--- src/rtl/regfile_write_queue.sv ---
// regfile_write_queue
// Write-side front end for the 4x8 dual-port register file. Accepted writes
// sit in a small in-order queue and are drained one at a time with a
// setup / strobe / hold sequence on the active-low, latch-type write enable.
// Both read ports are forwarded from the queue so a pending write is never
// hidden behind a stale register-file value.
//
// Drain FSM
//   state    | meaning
//   ---------+----------------------------------------------------------
//   S_IDLE   | queue empty, wr_en_n high
//   S_SETUP  | address/data driven to the file, wr_en_n high
//   S_STROBE | wr_en_n low for exactly one cycle
//   S_HOLD   | wr_en_n high, address/data held; head pops at the end

module regfile_write_queue #(
    parameter int DEPTH = 2
) (
    input  logic                    clk,
    input  logic                    reset,
    input  logic                    in_valid,
    output logic                    in_ready,
    input  logic [1:0]              in_addr,
    input  logic [7:0]              in_data,
    output logic                    wr_en_n,
    output logic [1:0]              wr_addr,
    output logic [7:0]              wr_data,
    input  logic [1:0]              rdL_addr,
    input  logic [7:0]              rdL_file,
    output logic [7:0]              rdL_data,
    output logic                    rdL_fwd,
    input  logic [1:0]              rdR_addr,
    input  logic [7:0]              rdR_file,
    output logic [7:0]              rdR_data,
    output logic                    rdR_fwd,
    output logic [$clog2(DEPTH):0]  count,
    output logic                    busy
);

    localparam int PW = $clog2(DEPTH);
    localparam int CW = PW + 1;

    typedef enum logic [1:0] {
        S_IDLE   = 2'd0,
        S_SETUP  = 2'd1,
        S_STROBE = 2'd2,
        S_HOLD   = 2'd3
    } state_t;

    state_t          state_q, state_d;
    logic [1:0]      mem_addr_q [DEPTH];
    logic [7:0]      mem_data_q [DEPTH];
    logic [PW-1:0]   head_q, tail_q, head_nxt;
    logic [CW-1:0]   count_q, count_d;
    logic            wr_en_n_q, wr_en_n_d;
    logic [1:0]      wr_addr_q, wr_addr_d;
    logic [7:0]      wr_data_q, wr_data_d;
    logic            push, pop;
    logic [PW-1:0]   idx_l, idx_r;

    assign in_ready = (count_q < CW'(DEPTH));
    assign push     = in_valid && in_ready;
    assign head_nxt = head_q + PW'(1);

    assign wr_en_n = wr_en_n_q;
    assign wr_addr = wr_addr_q;
    assign wr_data = wr_data_q;
    assign count   = count_q;
    assign busy    = (count_q != '0) || (state_q != S_IDLE);

    // Occupancy: a simultaneous push and pop leaves the count unchanged.
    always_comb begin
        count_d = count_q;
        case ({push, pop})
            2'b10:   count_d = count_q + CW'(1);
            2'b01:   count_d = count_q - CW'(1);
            default: count_d = count_q;
        endcase
    end

    // Queue storage and pointers; pointers wrap naturally since DEPTH is a power of two.
    always_ff @(posedge clk or posedge reset) begin
        if (reset) begin
            head_q  <= '0;
            tail_q  <= '0;
            count_q <= '0;
            for (int i = 0; i < DEPTH; i++) begin
                mem_addr_q[i] <= '0;
                mem_data_q[i] <= '0;
            end
        end else begin
            if (push) begin
                mem_addr_q[tail_q] <= in_addr;
                mem_data_q[tail_q] <= in_data;
                tail_q             <= tail_q + PW'(1);
            end
            if (pop) begin
                head_q <= head_nxt;
            end
            count_q <= count_d;
        end
    end

    // Drain FSM next state. When the queue is empty at the decision point but a
    // write is being accepted on that same edge, the new entry is loaded straight
    // from the input so the write still gets a full SETUP without an idle cycle.
    always_comb begin
        state_d   = state_q;
        wr_en_n_d = 1'b1;
        wr_addr_d = wr_addr_q;
        wr_data_d = wr_data_q;
        pop       = 1'b0;
        case (state_q)
            S_IDLE: begin
                if (count_q != '0) begin
                    state_d   = S_SETUP;
                    wr_addr_d = mem_addr_q[head_q];
                    wr_data_d = mem_data_q[head_q];
                end else if (push) begin
                    state_d   = S_SETUP;
                    wr_addr_d = in_addr;
                    wr_data_d = in_data;
                end
            end
            S_SETUP: begin
                state_d   = S_STROBE;
                wr_en_n_d = 1'b0;
            end
            S_STROBE: begin
                state_d = S_HOLD;
            end
            S_HOLD: begin
                pop = 1'b1;
                if (count_q > CW'(1)) begin
                    state_d   = S_SETUP;
                    wr_addr_d = mem_addr_q[head_nxt];
                    wr_data_d = mem_data_q[head_nxt];
                end else if (push) begin
                    state_d   = S_SETUP;
                    wr_addr_d = in_addr;
                    wr_data_d = in_data;
                end else begin
                    state_d = S_IDLE;
                end
            end
            default: begin
                state_d = S_IDLE;
            end
        endcase
    end

    // Drain FSM state and registered register-file drive.
    always_ff @(posedge clk or posedge reset) begin
        if (reset) begin
            state_q   <= S_IDLE;
            wr_en_n_q <= 1'b1;
            wr_addr_q <= '0;
            wr_data_q <= '0;
        end else begin
            state_q   <= state_d;
            wr_en_n_q <= wr_en_n_d;
            wr_addr_q <= wr_addr_d;
            wr_data_q <= wr_data_d;
        end
    end

    // Left port forwarding: scan oldest to youngest so the youngest match wins.
    always_comb begin
        rdL_data = rdL_file;
        rdL_fwd  = 1'b0;
        idx_l    = head_q;
        for (int i = 0; i < DEPTH; i++) begin
            idx_l = head_q + PW'(i);
            if ((CW'(i) < count_q) && (mem_addr_q[idx_l] == rdL_addr)) begin
                rdL_data = mem_data_q[idx_l];
                rdL_fwd  = 1'b1;
            end
        end
    end

    // Right port forwarding, identical to the left port.
    always_comb begin
        rdR_data = rdR_file;
        rdR_fwd  = 1'b0;
        idx_r    = head_q;
        for (int i = 0; i < DEPTH; i++) begin
            idx_r = head_q + PW'(i);
            if ((CW'(i) < count_q) && (mem_addr_q[idx_r] == rdR_addr)) begin
                rdR_data = mem_data_q[idx_r];
                rdR_fwd  = 1'b1;
            end
        end
    end

endmodule
--- config.mk ---
export PLATFORM = sky130hd
export DESIGN_NAME = regfile_write_queue
export DESIGN_NICKNAME = d
export VERILOG_FILES = /design/src/rtl/regfile_write_queue.sv
export SDC_FILE = /design/constraint.sdc
export NUM_CORES = 1
export LEC_CHECK = 0
export ABC_CLOCK_PERIOD_IN_PS = 3600
export CORE_MARGIN = 4
export CORE_UTILIZATION = 45
export DETAILED_ROUTE_END_ITERATION = 8
export PLACE_DENSITY = 0.71
export SLEW_MARGIN = 20
export SYNTH_ARGS = -nofsm -noshare
export SYNTH_HDL_FRONTEND = slang
export SYNTH_SLANG_ARGS = --single-unit
--- constraint.sdc ---
create_clock -name clk -period 3.6 [get_ports clk]
set_input_delay 0.54 -clock clk [delete_from_list [all_inputs] [get_ports clk]]
set_output_delay 0.54 -clock clk [all_outputs]
set_load 0.005 [all_outputs]
==> flow_summary_export.csv <==
group,metric,value,unit
timing,slew_violations,0,
drt,drc,0,
power,power.density,1042,mW/mm2
layout,finalNetCount,405,
cts,tritoncts,"done",
layout,postLayoutCellArea,0.003685,mm2
timing,worstMarginPinSlew,0.8399,ns
global_route,pin_count_of_the_biggest_net_entering_global_routing,38,
drt,drt_first_iter_violations,98,
power,power.total,3.840,mW
layout,fin_cells,441,
synthesis,synth_seq_cells,37,
layout,final_layout_size_suffix_gt1_frac,0.1694,
synthesis,total_number_of_yosys_warnings,0,
place,weighted_congestion_reported_at_the_end_of_routability_driven_placement,0.8102,
synthesis,synth_largest_area_cell,"sky130_fd_sc_hd__dfrtp_1",
drt,vias,2437,
synthesis,synth.distinct_cells,35,
worst_setup_path,cp_top_family,"multiplexers",
die,num_io_pins,66,
synthesis,syn_area,0.002845,mm2
cts,h_tree_lvl_count,2,
worst_setup_path,timing_worst_setup_path_type,"flop to output port",
cts,cts_root_buffer,"sky130_fd_sc_hd__clkbuf_8",
worst_setup_path,timing.critical_path.fanout_max,8,
timing,hold_viol_final,0,
worst_setup_path,timing.critical_path.to_type,"output port",
global_route,total_routing_resource_utilization_after_global_routing,0.1971,
cts,clk_latency,0.29,ns
place,placement.io_buffers,65,
layout,n_antenna_cell,0,
timing,rsz0062_at_grt,"no",
cts,clock_tree_buf_depth,2,
die,floorplan.die.height,87.52,um
drt,drt_first_pass_iters,4,
worst_setup_path,crit_path_cell_trace,"mux2i_4 > mux2i_4 > or2_4 > mux2i_4 > a221oi_2 > clkdlybuf4s50_1",
synthesis,synth_enable_flop_cells,0,
die,start_util,0.4722,
synthesis,post-synth-top-count-cell,"sky130_fd_sc_hd__nand2_1",
place,dp.cells,433,
worst_setup_path,timing.critical_path.mode_cell,"sky130_fd_sc_hd__mux2i_4",
synthesis,syn-mean-instance-area,9.484,um2
worst_hold_path,worst_hold_path_type,"flop to flop",
worst_setup_path,path_buf_inv,1,
timing,timing.fmax,0.2916,GHz
synthesis,synth_async_sr_flop_share,1.000,
cts,numCtsBuffers,5,
timing,final.setup.tns,0,ns
cts,post_cts.repair.setup_buffers,0,
global_route,grt_first_pass_wirelength,11820,um
worst_setup_path,worst-endpoint-arrival,2.89,ns
synthesis,syn_nets,340,
global_route,antenna_violations_before_repair,0,
worst_setup_path,critical-path-slowest-cell,"sky130_fd_sc_hd__dfrtp_1",
worst_setup_path,setup.worst_path.start_class,"flop",
die,die_area,0.007659,mm2
synthesis,synth_top_area_share,0.3166,
flow_run,max-cap-violations,0,
global_route,first_global_vias,2295,
die,core_area,0.006026,mm2
power,leakage,1.531,nW
drt,route.antenna.remaining_nets,0,
place,place.detailed.hpwl,5521,um
status,status,"finished, final reports clean",
cts,path_clk_slew,0.07,ns
power,vdd_drop_max,0.5596,mV
layout,n_fill_cell,508,
synthesis,postSynth.topFlopCell,"sky130_fd_sc_hd__dfrtp_1",
worst_setup_path,worst_ep_required_time,3.06,ns
die,row_count,28,
timing,slew-limit-headroom,0.4401,
worst_setup_path,delay_contributed_by_the_slowest_stage_of_the_critical_path,0.58,ns
drt,post_drt_wl_per_cell,16.49,um
synthesis,sequential_area_share_after_synthesis,0.3259,
synthesis,synth_top_cells_by_area,"sky130_fd_sc_hd__dfrtp_1 32%, sky130_fd_sc_hd__mux2_2 7.1%, sky130_fd_sc_hd__a211oi_1 6.9%",
synthesis,syn-instance-count,300,
layout,final_util,0.6115,
timing,fin_crit_sh,0.9525,
die,floorplan.die.width,87.52,um
cts,clock-sinks,37,
global_route,globalRouteOverflowTotal,0,
timing,timing.clock.skew,0.006691,ns
drt,viasPerCell,5.526,
timing,final_critical_delay_including_setup_and_external_delays,3.429,ns
synthesis,synth_common_cells,"38 x sky130_fd_sc_hd__nand2_1, 36 x sky130_fd_sc_hd__dfrtp_1, 26 x sky130_fd_sc_hd__a211oi_1",
place,dpl_cell_area,0.003582,mm2
layout,layout_area_overhead,29.51,%
timing,total_setup_violations_reported_at_the_end_of_the_flow,0,
drt,detail_route.wirelength,7270,um
-- layout make-up --
| cell class | instances | area (um2) | share of cell area |
|---|---|---|---|
| multi-input cells | 225 | 1783 | 0.4839 |
| well taps | 75 | 93.84 | 0.02547 |
| inverters | 23 | 86.33 | 0.02343 |
| clock inverters | 2 | 10.01 | 0.002716 |
| repair buffers | 73 | 710.7 | 0.1929 |
| clock buffers | 6 | 72.57 | 0.01969 |
| flip-flops and latches | 37 | 928.4 | 0.2520 |
-- metal layers --
layer  track usage  vias to the layer above  part of all wire
li1              -                     1227                 -
met1        0.3058                     1132              0.50
met2        0.2836                       70              0.44
met3       0.02838                        8             0.050
met4       0.05439                        0             0.013
met5             0                        -                 0
-- cell families after synthesis --
| family | share of synthesized area |
|---|---|
| AO/OA/AOI/OAI | 0.2555 |
| buffers and inverters | 0.05409 |
| AND/OR/NAND/NOR | 0.1324 |
| flip-flops | 0.3259 |
| adder cells (fa/ha/maj) | 0.03078 |
| multiplexers | 0.1715 |
| XOR/XNOR | 0.02991 |
-- flip-flops by register name, indices dropped and copies added, names as in the netlist --
register / count
state_q: 2
mem_data_q: 16
wr_en_n: 1
wr_data: 8
wr_addr: 2
tail_q: 1
mem_addr_q: 4
count: 2
head_q: 1
-- layout by cell type (no fill, tap or decap), types with 10 or more instances in the layout --
cell and count:
sky130_fd_sc_hd__clkdlybuf4s50_1 65, sky130_fd_sc_hd__nand2_1 38, sky130_fd_sc_hd__dfrtp_1 35, sky130_fd_sc_hd__a211oi_1 26, sky130_fd_sc_hd__inv_1 22, sky130_fd_sc_hd__a21oi_1 18
sky130_fd_sc_hd__mux2_2 18, sky130_fd_sc_hd__nor2b_1 14, sky130_fd_sc_hd__mux2i_1 12, sky130_fd_sc_hd__nor2_1 12, sky130_fd_sc_hd__o21ai_1 10
-- worst register-to-register path, cell delays in order (launching register included) --
cell,delay [ns]
sky130_fd_sc_hd__dfrtp_2,0.45
sky130_fd_sc_hd__inv_1,0.10
sky130_fd_sc_hd__ha_1,0.27
sky130_fd_sc_hd__nor2b_1,0.68
sky130_fd_sc_hd__nand3_1,0.25
sky130_fd_sc_hd__a31oi_1,0.26
sky130_fd_sc_hd__o21ai_1,0.07
-- per-stage QoR --
| stage | setup slack (ns) | hold slack [ns] |
|---|---|---|
| 6_report | 0.1712 | 0.4971 |
| 5_1_grt | 0.01438 | 0.5065 |
| 4_1_cts | 0.01475 | 0.4986 |
| 3_5_place_dp | 0.1926 | 0.4835 |
| 3_3_place_gp | 0.2727 | 0.4823 |
| 2_1_floorplan | 1.111 | 0.4677 |
-- power breakdown --
group / total, mW / internal, mW / switching [mW]
Clock: 0.280 / 0.134 / 0.146
Sequential: 0.845 / 0.644 / 0.202
Combinational: 2.71 / 1.32 / 1.39
Total: 3.84 / 2.10 / 1.74
-- final timing paths --
path,start,endpoint,slack [ns],cells past startpoint
min,tail_q$_DFFE_PP0N_,tail_q$_DFFE_PP0N_,0.50,1
min in group asynchronous,reset,wr_data[1]$_DFFE_PP0P_,0.65,3
min reg2reg,tail_q$_DFFE_PP0N_,tail_q$_DFFE_PP0N_,0.50,1
max in group asynchronous,reset,count[1]$_DFFE_PP0P_,2.58,3
max,head_q$_DFFE_PP0P_,rdL_data[1],0.17,6
max reg2reg,count[1]$_DFFE_PP0P_,wr_data[2]$_DFFE_PP0P_,1.40,6
-- timing repair --
action                     in CTS  in global routing
setup endpoints to repair       0                 12
hold buffers                    0                  0
resized for setup               0                  4
No activity file was read; power rests on OpenSTA's default activity.
